<file path="config.mk">
export PLATFORM = sky130hd
export DESIGN_NAME = truth_table_sequencer_flat
export DESIGN_NICKNAME = d
export VERILOG_FILES = /design/src/rtl/truth_table_sequencer_if.sv /design/src/rtl/truth_table_sequencer.sv /design/src/flat_wrapper.sv
export SDC_FILE = /design/constraint.sdc
export NUM_CORES = 1
export LEC_CHECK = 0
export ABC_AREA = 1
export CAP_MARGIN = 10
export CORE_UTILIZATION = 41
export DETAILED_ROUTE_END_ITERATION = 8
export PLACE_DENSITY = 0.69
export SYNTH_ARGS = -nofsm -noshare
export SYNTH_HDL_FRONTEND = slang
export SYNTH_SLANG_ARGS = --single-unit
</file>
<file path="constraint.sdc">
create_clock -name clk -period 3.34 [get_ports clk]
set_input_delay 0.334 -clock clk [delete_from_list [all_inputs] [get_ports clk]]
set_output_delay 0.334 -clock clk [all_outputs]
set_load 0.01 [all_outputs]
</file>
<file path="src/rtl/truth_table_sequencer_if.sv">
// Row delivery channel from the sequencer to a logger: valid/ready plus the row payload.
interface truth_table_sequencer_if #(
  parameter int N_IN     = 3,
  parameter int NUM_IMPL = 3
);
  logic                row_valid;
  logic                row_ready;
  logic [N_IN-1:0]     row_vec;
  logic [NUM_IMPL-1:0] row_y;
  logic [NUM_IMPL-1:0] row_mismatch;

  modport master (output row_valid, row_vec, row_y, row_mismatch, input row_ready);
  modport slave  (input row_valid, row_vec, row_y, row_mismatch, output row_ready);
endinterface

</file>
<file path="src/rtl/truth_table_sequencer.sv">
// Exhaustive truth-table sweep: drives every input vector to NUM_IMPL implementations,
// waits SETTLE cycles, samples them, flags disagreement with implementation 0 and
// hands one row per vector to a logger.
module truth_table_sequencer #(
  parameter int N_IN     = 3,
  parameter int NUM_IMPL = 3,
  parameter int SETTLE   = 1
) (
  input  logic                clk,
  input  logic                reset,
  input  logic                start,
  output logic [N_IN-1:0]     abc_out,
  input  logic [NUM_IMPL-1:0] y_in,
  truth_table_sequencer_if.master row_if,
  output logic                busy,
  output logic                done,
  output logic [N_IN:0]       err_count,
  output logic                first_err_valid,
  output logic [N_IN-1:0]     first_err_vec
);
  // Settle counter must hold SETTLE; keep at least one bit when SETTLE is 0.
  localparam int CW = (SETTLE < 1) ? 1 : $clog2(SETTLE + 1);
  localparam logic [CW-1:0]   CNT_LOAD = CW'(SETTLE);
  localparam logic [CW-1:0]   CNT_ONE  = CW'(1);
  localparam logic [N_IN-1:0] VEC_ONE  = N_IN'(1);
  localparam logic [N_IN-1:0] VEC_LAST = '1;
  localparam logic [N_IN:0]   EC_ONE   = (N_IN + 1)'(1);

  typedef enum logic [2:0] {S_IDLE, S_DRIVE, S_SAMPLE, S_EMIT, S_DONE} state_t;

  state_t              state_q, state_d;
  logic [N_IN-1:0]     abc_q, abc_d;
  logic [CW-1:0]       cnt_q, cnt_d;
  logic [N_IN-1:0]     vec_q, vec_d;
  logic [NUM_IMPL-1:0] y_q, y_d;
  logic [NUM_IMPL-1:0] mis_q, mis_d;
  logic [N_IN:0]       ec_q, ec_d;
  logic                fe_q, fe_d;
  logic [N_IN-1:0]     fev_q, fev_d;
  logic [NUM_IMPL-1:0] mis;

  // Bit 0 compares the reference with itself and is therefore always 0.
  assign mis = y_in ^ {NUM_IMPL{y_in[0]}};

  // Next-state and datapath updates for the sweep FSM.
  always_comb begin
    state_d = state_q;
    abc_d   = abc_q;
    cnt_d   = cnt_q;
    vec_d   = vec_q;
    y_d     = y_q;
    mis_d   = mis_q;
    ec_d    = ec_q;
    fe_d    = fe_q;
    fev_d   = fev_q;
    case (state_q)
      S_IDLE, S_DONE: begin
        if (start) begin
          state_d = S_DRIVE;
          abc_d   = '0;
          cnt_d   = CNT_LOAD;
          ec_d    = '0;
          fe_d    = 1'b0;
        end
      end
      S_DRIVE: begin
        if (cnt_q == '0) state_d = S_SAMPLE;
        else             cnt_d   = cnt_q - CNT_ONE;
      end
      S_SAMPLE: begin
        vec_d   = abc_q;
        y_d     = y_in;
        mis_d   = mis;
        state_d = S_EMIT;
        if (|mis) begin
          ec_d = ec_q + EC_ONE;
          if (!fe_q) begin
            fe_d  = 1'b1;
            fev_d = abc_q;
          end
        end
      end
      S_EMIT: begin
        if (row_if.row_ready) begin
          if (abc_q == VEC_LAST) begin
            state_d = S_DONE;
          end else begin
            abc_d   = abc_q + VEC_ONE;
            cnt_d   = CNT_LOAD;
            state_d = S_DRIVE;
          end
        end
      end
      default: state_d = S_IDLE;
    endcase
  end

  // State and datapath registers; reset aborts any sweep immediately.
  always_ff @(posedge clk or posedge reset) begin
    if (reset) begin
      state_q <= S_IDLE;
      abc_q   <= '0;
      cnt_q   <= '0;
      vec_q   <= '0;
      y_q     <= '0;
      mis_q   <= '0;
      ec_q    <= '0;
      fe_q    <= 1'b0;
      fev_q   <= '0;
    end else begin
      state_q <= state_d;
      abc_q   <= abc_d;
      cnt_q   <= cnt_d;
      vec_q   <= vec_d;
      y_q     <= y_d;
      mis_q   <= mis_d;
      ec_q    <= ec_d;
      fe_q    <= fe_d;
      fev_q   <= fev_d;
    end
  end

  assign abc_out             = abc_q;
  assign row_if.row_valid    = (state_q == S_EMIT);
  assign row_if.row_vec      = vec_q;
  assign row_if.row_y        = y_q;
  assign row_if.row_mismatch = mis_q;
  assign busy                = (state_q == S_DRIVE) || (state_q == S_SAMPLE) || (state_q == S_EMIT);
  assign done                = (state_q == S_DONE);
  assign err_count           = ec_q;
  assign first_err_valid     = fe_q;
  assign first_err_vec       = fev_q;
endmodule

</file>
<file path="src/flat_wrapper.sv">
// flat-port wrapper written by rule: the top's interface ports become plain ports
module truth_table_sequencer_flat 
#(
  parameter int N_IN     = 3,
  parameter int NUM_IMPL = 3,
  parameter int SETTLE   = 1
)
  (clk, reset, start, abc_out, y_in, busy, done, err_count, first_err_valid, first_err_vec, row_if_row_valid, row_if_row_vec, row_if_row_y, row_if_row_mismatch, row_if_row_ready);
  truth_table_sequencer_if #(.N_IN(N_IN), .NUM_IMPL(NUM_IMPL)) row_if_i ();
  input  logic clk;
  input  logic reset;
  input  logic start;
  output logic [N_IN-1:0] abc_out;
  input  logic [NUM_IMPL-1:0] y_in;
  output logic busy;
  output logic done;
  output logic [N_IN:0] err_count;
  output logic first_err_valid;
  output logic [N_IN-1:0] first_err_vec;
  output wire logic [$bits(row_if_i.row_valid)-1:0] row_if_row_valid;
  output wire logic [$bits(row_if_i.row_vec)-1:0] row_if_row_vec;
  output wire logic [$bits(row_if_i.row_y)-1:0] row_if_row_y;
  output wire logic [$bits(row_if_i.row_mismatch)-1:0] row_if_row_mismatch;
  input wire logic [$bits(row_if_i.row_ready)-1:0] row_if_row_ready;
  assign row_if_row_valid = row_if_i.row_valid;
  assign row_if_row_vec = row_if_i.row_vec;
  assign row_if_row_y = row_if_i.row_y;
  assign row_if_row_mismatch = row_if_i.row_mismatch;
  assign row_if_i.row_ready = row_if_row_ready;
  truth_table_sequencer #(.N_IN(N_IN), .NUM_IMPL(NUM_IMPL), .SETTLE(SETTLE)) u_core (.clk(clk), .reset(reset), .start(start), .abc_out(abc_out), .y_in(y_in), .row_if(row_if_i), .busy(busy), .done(done), .err_count(err_count), .first_err_valid(first_err_valid), .first_err_vec(first_err_vec));
endmodule
</file>
# Word level (Yosys, flattened, before mapping)
# Cells that the tools add are included.
# W data, S select, Z words.
classes:
  n_addsub: 3
  n_eq_ne: 10
  muxes: 20
  n_bitwise: 2
  n_reduce_logical: 13
op_table:
  columns: ["operator", "count"]
  rows:
  - ["$mux W3", 7]
  - ["$pmux W3 S4", 1]
  - ["$reduce_and A3 Y1", 3]
  - ["$mux W4", 2]
  - ["$pmux W4 S2", 1]
  - ["$reduce_and A4 Y1", 2]
  - ["$eq A3 B2 Y1 const B", 2]
  - ["$eq A3 B3 Y1 const B", 2]
  - ["$mux W1", 6]
  - ["$ne A2 B2 Y1 const B", 3]
  - ["$pmux W3 S2", 1]
  - ["$add A4 B1 Y4 const B", 1]
  - ["$ne A2 B1 Y1 const B", 2]
  - ["$reduce_bool A2 Y1", 2]
  - ["$add A3 B1 Y3 const B", 1]
  - ["$eq A3 B1 Y1 const B", 1]
  - ["$logic_not A3 Y1", 1]
  - ["$pmux W1 S3", 1]
  - ["$reduce_bool A3 Y1", 1]
  - ["$reduce_or A3 Y1", 1]
  - ["$xor A3 B3 Y3", 1]
  - ["$logic_or A1 B1 Y1", 2]
  - ["$pmux W1 S2", 1]
  - ["$reduce_or A2 Y1", 1]
  - ["other kinds (2)", 2]
word_totals:
  regBits: 24
  input_bits: 7
  out_inout_bits: 23
  word_cells: 57

# Longest topological paths before layout
# Gate-level depths: netlist of run 1.
logic_depth:
  word_depth: 4
  mapped_depth: 7
  mapped_depth_nobuf: 7

# Worst setup path before layout of run 1
# No wires, ideal clock.
synth_timing:
  kind: "register to register"
  start: "register u_core.abc_q[0] (netlist: u_core.abc_out[0])"
  end: "register u_core.abc_q[0] (netlist: u_core.abc_out[0])"
  setup_time_ns: 0.117
  arrival_ns: 1.300
  required_time_ns: 3.223
  path_slack_ns: 1.923
  path_stages_with_launch: 7
  path_buffers: 0
  synth_period_minus_slack_ns: 1.417
  path_cell_list: "dfrtp_1 ha_1 ha_1 o21ai_1 nand2_2 nand2_1 nand2_1"
synth_via:
  elab_chain_cells: 4
  elab_cells_between_ends: 7
  classes_between: "add/sub: 1; eq/ne: 2; mux: 3; reduce/logical: 1"
synth_rtl:
  columns: ["element", "line_no", "rtl"]
  rows:
  - ["start: declaration", "truth_table_sequencer.sv:32", "logic [N_IN-1:0] abc_q, abc_d;"]
  - ["start signal: assignment", "truth_table_sequencer.sv:102", "abc_q <= '0;"]
  - ["start signal: assignment", "truth_table_sequencer.sv:112", "abc_q <= abc_d;"]
  - ["$add A3 B1 Y3", "truth_table_sequencer.sv:88", "abc_d = abc_q + VEC_ONE;"]
  - ["$mux W3", "truth_table_sequencer.sv:85", "if (abc_q == VEC_LAST) begin"]
  - ["$mux W3", "truth_table_sequencer.sv:84", "if (row_if.row_ready) begin"]
  - ["$pmux W3 S2", "truth_table_sequencer.sv:56", "case (state_q)"]
# Parallel ways exist; a longest one is shown, timed or not. The select of a mux whose other input is x is not followed.
# A chain may end at the register's enable or synchronous reset.

# Final worst setup path of run 1
layout_timing:
  start: "register u_core.state_q[1]"
  end: "output port done"
layout_via:
  elab_chain_cells: 1
layout_rtl:
  columns: ["element", "line_no", "rtl"]
  rows:
  - ["start: declaration", "truth_table_sequencer.sv:31", "state_t state_q, state_d;"]
  - ["start signal: assignment", "truth_table_sequencer.sv:111", "state_q <= state_d;"]
  - ["$eq A3 B3 Y1", "truth_table_sequencer.sv:129", "assign done = (state_q == S_DONE);"]
  - ["end: declaration", "flat_wrapper.sv:16", "output logic done;"]
# No other way between the ends.

==> results.py, run 1 <==
metrics = {
    "status": {
        "outcome": "completed",
    },
    "die": {
        "core_sq_um": 2734,
        "initial_utilization": 0.4284,
        "dieArea_sq_um": 3074,
        "die_h_um": 55.45,
        "fp.dieW_um": 55.45,
        "ios": 30,
        "num_rows": 19,
    },
    "cts": {
        "clock_path_buffers": 2,
        "cts_tree": "built",
        "cts_buffers": 3,
        "ctsHoldBuffers": 0,
        "clkTransAtPathRegs_ns": 0.13,
        "post_cts_resized": 0,
        "insertion_delay_ns": 0.31,
        "cts_setup_buffers": 0,
        "cts_sinks": 23,
        "clockRootBuffer": "clkbuf_4",
        "cts.htree.levels": 1,
    },
    "logic_synthesis": {
        "synth_top_area_share": 0.4915,
        "ys_seq_area_frac": 0.4915,
        "synth_area_leaders": "dfrtp_1, nand2_1, nand3_1",
        "synth_top_flop_cell": "dfrtp_1",
        "synth_seq_cells": 23,
        "synth.most_common_cell": "nand2_1",
        "synth-edff-count": 0,
        "synthCells": 152,
        "yosysUniqueCellTypes": 20,
        "syn_area_per_cell_sq_um": 7.705,
        "syn_nets": 162,
        "netlist_top_cells_count": "nand2_1, dfrtp_1, inv_1, nor2_1, nand3_1",
        "syn_area_sq_um": 1171,
        "async_flop_share": 1.000,
        "synth_top_cell_by_area": "dfrtp_1",
        "yosys_warnings": 0,
    },
    "worst_setup_path": {
        "reg2reg_from": "u_core.state_q[0]",
        "endpoint_kind": "output port",
        "path_max_fanout": 7,
        "crit_required_ns": 3.01,
        "critPathArrivalTime_ns": 1.66,
        "start_kind": "flop",
        "r2r_setup_slack_ns": 1.69,
        "crit_type": "flop to output port",
        "crit_start": "u_core.state_q[1]",
        "reg2reg_depth": 7,
        "reg2reg_to": "u_core.err_count[0]",
    },
    "drt": {
        "ant_nets": 0,
        "viasPerCell": 5.009,
        "vias": 1062,
        "drt_wl_total_um": 2334,
        "drtPass1Iterations": 4,
        "wl_per_cell_um": 11.01,
        "drc": 0,
        "drt_first_iter_violations": 26,
    },
    "placed_design": {
        "routabilityCongestion": 0.7962,
        "dp_hpwl_um": 1787,
        "portBuffers": 28,
    },
    "layout": {
        "syn_to_final_growth_pct": 27.88,
        "drive_above_1_share": 0.06630,
        "final-seq-area_sq_um": 575.6,
        "fin_nets": 192,
        "fill_cells": 270,
        "fin_util": 0.5478,
        "n_antenna_cell": 0,
        "multiInputGateArea_sq_um": 523.0,
    },
    "timing": {
        "final.min_clock_period_ns": 1.990,
        "fin_skew_ns": 0.01577,
        "maxSlewHeadroom": 0.4269,
        "drv_slew": 0,
        "min_period_over_period": 0.5959,
        "rsz0062_at_grt": "no",
        "tightest_slew_ns": 0.8587,
        "setup_tns_ns": 0,
        "finalHoldViolCount": 0,
        "timing.fmax_mhz": 502.5,
        "setup_viol": 0,
    },
    "min_path": {
        "hp-class": "input pin to asynchronous set/reset pin",
    },
    "global_route": {
        "gr-usage-all-layers": 0.1710,
        "grt_overflow": 0,
        "grt_pass1_vias": 988,
        "grt_max_degree": 24,
        "antenna_found_initial": 0,
        "grt_pass1_wl_um": 4257,
    },
    "power_and_ir_drop": {
        "p_leak_nw": 0.8002,
        "peakVddDrop_mv": 0.4872,
        "power-per-cell-area_nw_per_um2": 774.4,
    },
    "run": {
        "drv_cap": 0,
    },
}
==> worst max path at each step <==
stage / end / slack, ns / depth (start not counted)
5_1_grt: done / 1.20 / 4
4_1_cts: done / 1.33 / 4
2_1_floorplan: u_core.abc_out[0] / 1.92 / 6
6_report: done / 1.35 / 4
3_3_place_gp: done / 1.72 / 4
3_5_place_dp: done / 1.70 / 4
==> cell families (layout without fill, tap and decap cells) <==
kind of cell | count (synthesis) | count (layout) | share of synthesized area
buf+inv | 17 | 46 | 0.06196
flops | 23 | 23 | 0.4915
other cells | 1 | 1 | 0.003202
fa+ha+maj | 3 | 3 | 0.03205
xor+xnor | 1 | 1 | 0.007480
compound gates | 10 | 10 | 0.04487
simple gates | 97 | 97 | 0.3590
==> state kept, by name, summed over array words and instances, names as in the netlist <==
name and count:
u_core.abc_out 3, u_core.cnt_q 1, u_core.err_count 4, u_core.first_err_valid 1, u_core.first_err_vec 3, u_core.row_if.row_mismatch 2
u_core.row_if.row_vec 3, u_core.row_if.row_y 3, u_core.state_q 3
==> cell type report <==
class | count | share of cell area
Tap cell | 31 | 0.02590
Inverter | 14 | 0.03509
Clock buffer | 3 | 0.01504
Multi-Input combinational cell | 112 | 0.3492
Timing Repair Buffer | 28 | 0.1871
Clock inverter | 1 | 0.003342
Sequential cell | 23 | 0.3843
==> stage by stage <==
step / cells / power [mW] / hold WS [ns] / setup slack, ns / cell area [sq um]
global placement: 208 / 1.028 / 0.4587 / 1.719 / 1470
floorplan: 152 / 0.7913 / 0.3359 / 1.923 / 1171
detailed placement: 208 / 1.041 / 0.4593 / 1.703 / 1470
finish: 212 / 1.160 / 0.4804 / 1.350 / 1498
global route: 212 / 1.264 / 0.5308 / 1.200 / 1498
CTS: 212 / 1.171 / 0.4904 / 1.333 / 1498
==> metal layers <==
metal | GRT usage | wire, um | share of wire | vias to the layer above
li1 | - | - | - | 538
met1 | 0.2195 | 1133 | 0.49 | 488
met2 | 0.2857 | 1052 | 0.45 | 29
met3 | 0.02576 | 93 | 0.040 | 7
met4 | 0.07500 | 55 | 0.024 | 0
met5 | 0 | 0 | 0 | -
==> placed cells by master, fill, tap and decap left out <==
cell | netlist | final
nand2_1 | 64 | 64
xor2_1 | 1 | 1
nand3_1 | 9 | 9
nor2_4 | 1 | 1
clkinv_2 | 0 | 1
inv_1 | 12 | 12
dfrtp_1 | 23 | 23
o21ai_1 | 6 | 6
nand4_1 | 4 | 4
nand2_2 | 2 | 2
clkdlybuf4s50_1 | 0 | 28
conb_1 | 1 | 1
ha_1 | 3 | 3
nand3_2 | 1 | 1
nand3b_1 | 3 | 3
nor2_1 | 11 | 11
inv_2 | 2 | 2
o21ai_0 | 2 | 2
nor2_2 | 2 | 2
a31oi_1 | 2 | 2
clkbuf_4 | 0 | 3
==> power breakdown <==
group          total [mW]  leakage [nW]  switching [mW]  internal (mW)
logic               0.576         0.482           0.311          0.265
registers           0.456         0.301          0.0805          0.375
clock network       0.128        0.0177          0.0831         0.0447
==> critical path, cell delays in order (launching register included) <==
cell and delay (ns):
dfrtp_1 0.46, nor2_1 0.18, inv_1 0.09, nor2_1 0.09
clkdlybuf4s50_1 0.54
No activity file was read; power rests on OpenSTA's default activity.
==> run 2: changes to the inputs <==
==> constraint.sdc (replaced) <==
create_clock -name clk -period 2.1 [get_ports clk]
set_input_delay 0.21 -clock clk [delete_from_list [all_inputs] [get_ports clk]]
set_output_delay 0.21 -clock clk [all_outputs]
set_load 0.01 [all_outputs]
==> results.py, run 2 (synthesis gave the netlist of run 1 again) <==
metrics = {
    "worst_setup_path": {
        "crit_required_ns": 1.89,
        "crit_type": "flop to output port",
        "endpoint_kind": "output port",
        "cp_cell_sequence": "nand2_1 > nor2_1 > clkdlybuf4s50_1",
        "critPathArrivalTime_ns": 1.70,
        "start_kind": "flop",
        "critPathBufInv": 1,
        "slowest_stage": "clkdlybuf4s50_1",
        "path_max_fanout": 7,
        "critPathTopFamily": "buffers and inverters",
        "max_stage_delay_ns": 0.60,
    },
    "layout": {
        "layout_commonest_cell": "nand2_1",
        "fin_cells": 214,
        "drive_above_1_share": 0.07650,
        "layout_common_cells": "nand2_1, clkdlybuf4s50_1, dfrtp_1",
        "n_antenna_cell": 0,
        "syn_to_final_growth_pct": 29.17,
        "largest_register_ffs": 4,
        "final_area_sq_um": 1513,
        "fin_nets": 194,
    },
    "timing": {
        "timing.fmax_mhz": 524.6,
        "finalHoldViolCount": 0,
        "drv_slew": 0,
        "fin_skew_ns": 0.005616,
        "rsz0062_at_grt": "no",
        "final.min_clock_period_ns": 1.906,
        "setup_viol": 0,
        "min_period_over_period": 0.9077,
        "worst_hold_slack_ns": 0.2293,
        "setup_tns_ns": 0,
    },
    "global_route": {
        "grt_overflow": 0,
        "gr-usage-all-layers": 0.1663,
        "grt_pass1_wl_um": 4077,
        "grt_pass1_vias": 977,
        "grt_max_degree": 24,
        "antenna_found_initial": 0,
    },
    "min_path": {
        "hp-class": "input pin to asynchronous set/reset pin",
    },
    "power_and_ir_drop": {
        "power-per-cell-area_nw_per_um2": 1231,
        "power.switching_mw": 0.7623,
        "pwr-share-clk": 0.107,
        "pwr-share-comb": 0.501,
        "p_leak_nw": 0.8103,
        "pwr-share-seq": 0.392,
        "intPower_mw": 1.100,
        "peakVddDrop_mv": 0.7033,
        "sw_frac_of_total": 0.4093,
    },
    "cts": {
        "clkTransAtPathRegs_ns": 0.12,
        "clock_path_buffers": 2,
        "cts_sinks": 23,
        "cts_tree": "built",
        "cts_buffers": 3,
        "cts.htree.levels": 1,
        "ctsHoldBuffers": 0,
        "clockRootBuffer": "clkbuf_4",
        "post_cts_resized": 0,
        "cts_setup_buffers": 0,
        "insertion_delay_ns": 0.30,
    },
    "die": {
        "core_sq_um": 2734,
        "initial_utilization": 0.4284,
        "fp.dieW_um": 55.45,
        "die_h_um": 55.45,
        "num_rows": 19,
        "ios": 30,
        "dieArea_sq_um": 3074,
    },
    "drt": {
        "drc": 0,
        "drtPass1Iterations": 4,
        "wl_per_cell_um": 11.27,
        "vias": 1077,
        "drt_wl_total_um": 2411,
        "wl_met1_um": 1083,
        "top_layer": "met4",
        "ant_nets": 0,
        "route.met3.wl_um": 133,
        "drt_first_iter_violations": 32,
        "viasPerCell": 5.033,
        "dr_wl_met2_um": 1162,
    },
    "placed_design": {
        "dp.cells": 210,
        "portBuffers": 28,
        "postPlaceCellArea_sq_um": 1485,
        "dp_hpwl_um": 1833,
        "routabilityCongestion": 0.8442,
    },
    "run": {
        "drv_cap": 0,
    },
    "status": {
        "outcome": "completed",
    },
}
==> run 2: cell types whose count changed in the layout (fill, tap and decap cells not counted) <==
cell,delta
buf_4,+2
==> run 2: final timing paths <==
kind                                         startpoint                 endpoint  slack, ns  depth (start not counted)
min in group clk                                y_in[1]   u_core.row_if.row_y[1]       0.49                          3
max in group asynchronous                         reset             u_core.cnt_q       1.64                          3
worst max-delay path                  u_core.state_q[1]         row_if_row_valid       0.19                          3
worst max register to register        u_core.abc_out[0]        u_core.abc_out[2]       0.54                          6
worst min-delay path                              reset        u_core.abc_out[0]       0.23                          3
worst min register to register  u_core.first_err_vec[0]  u_core.first_err_vec[0]       0.49                          2
==> run 2: power groups by stage <==
stage / Combinational (mW) / Clock [mW] / Sequential, mW
6_report: 0.933 / 0.199 / 0.731
3_5_place_dp: 0.936 / 0 / 0.739
5_1_grt: 1.03 / 0.232 / 0.753
3_3_place_gp: 0.919 / 0 / 0.730
2_1_floorplan: 0.485 / 0 / 0.774
4_1_cts: 0.943 / 0.214 / 0.729
==> run 2: per-layer routing <==
layer | vias up | global-route usage
li1 | 542 | -
met1 | 489 | 0.2006
met2 | 42 | 0.2943
met3 | 4 | 0.03044
met4 | 0 | 0.06071
met5 | - | 0
==> run 2: area by class of cell <==
class	instances	area [sq um]
multi-input combinational	112	523.0
clock inverter	1	5.005
clock buffer	3	22.52
inverter	14	52.55
fill	252	1221
tap	31	38.79
sequential	23	575.6
timing repair buffer	30	295.3
==> run 2: per-stage QoR <==
step / setup slack (ns) / util / power, mW
floorplan: 0.6833 / - / 1.259
global placement: 0.5869 / 0.5432 / 1.649
detailed placement: 0.5707 / 0.5432 / 1.675
CTS: 0.1940 / 0.5533 / 1.886
global route: 0.1016 / 0.5533 / 2.014
finish: 0.1938 / 0.5533 / 1.863
==> run 2: worst min-delay path, delay by kind of cell <==
family | cells | cell delay [ns]
buffers and inverters | 3 | 0.73
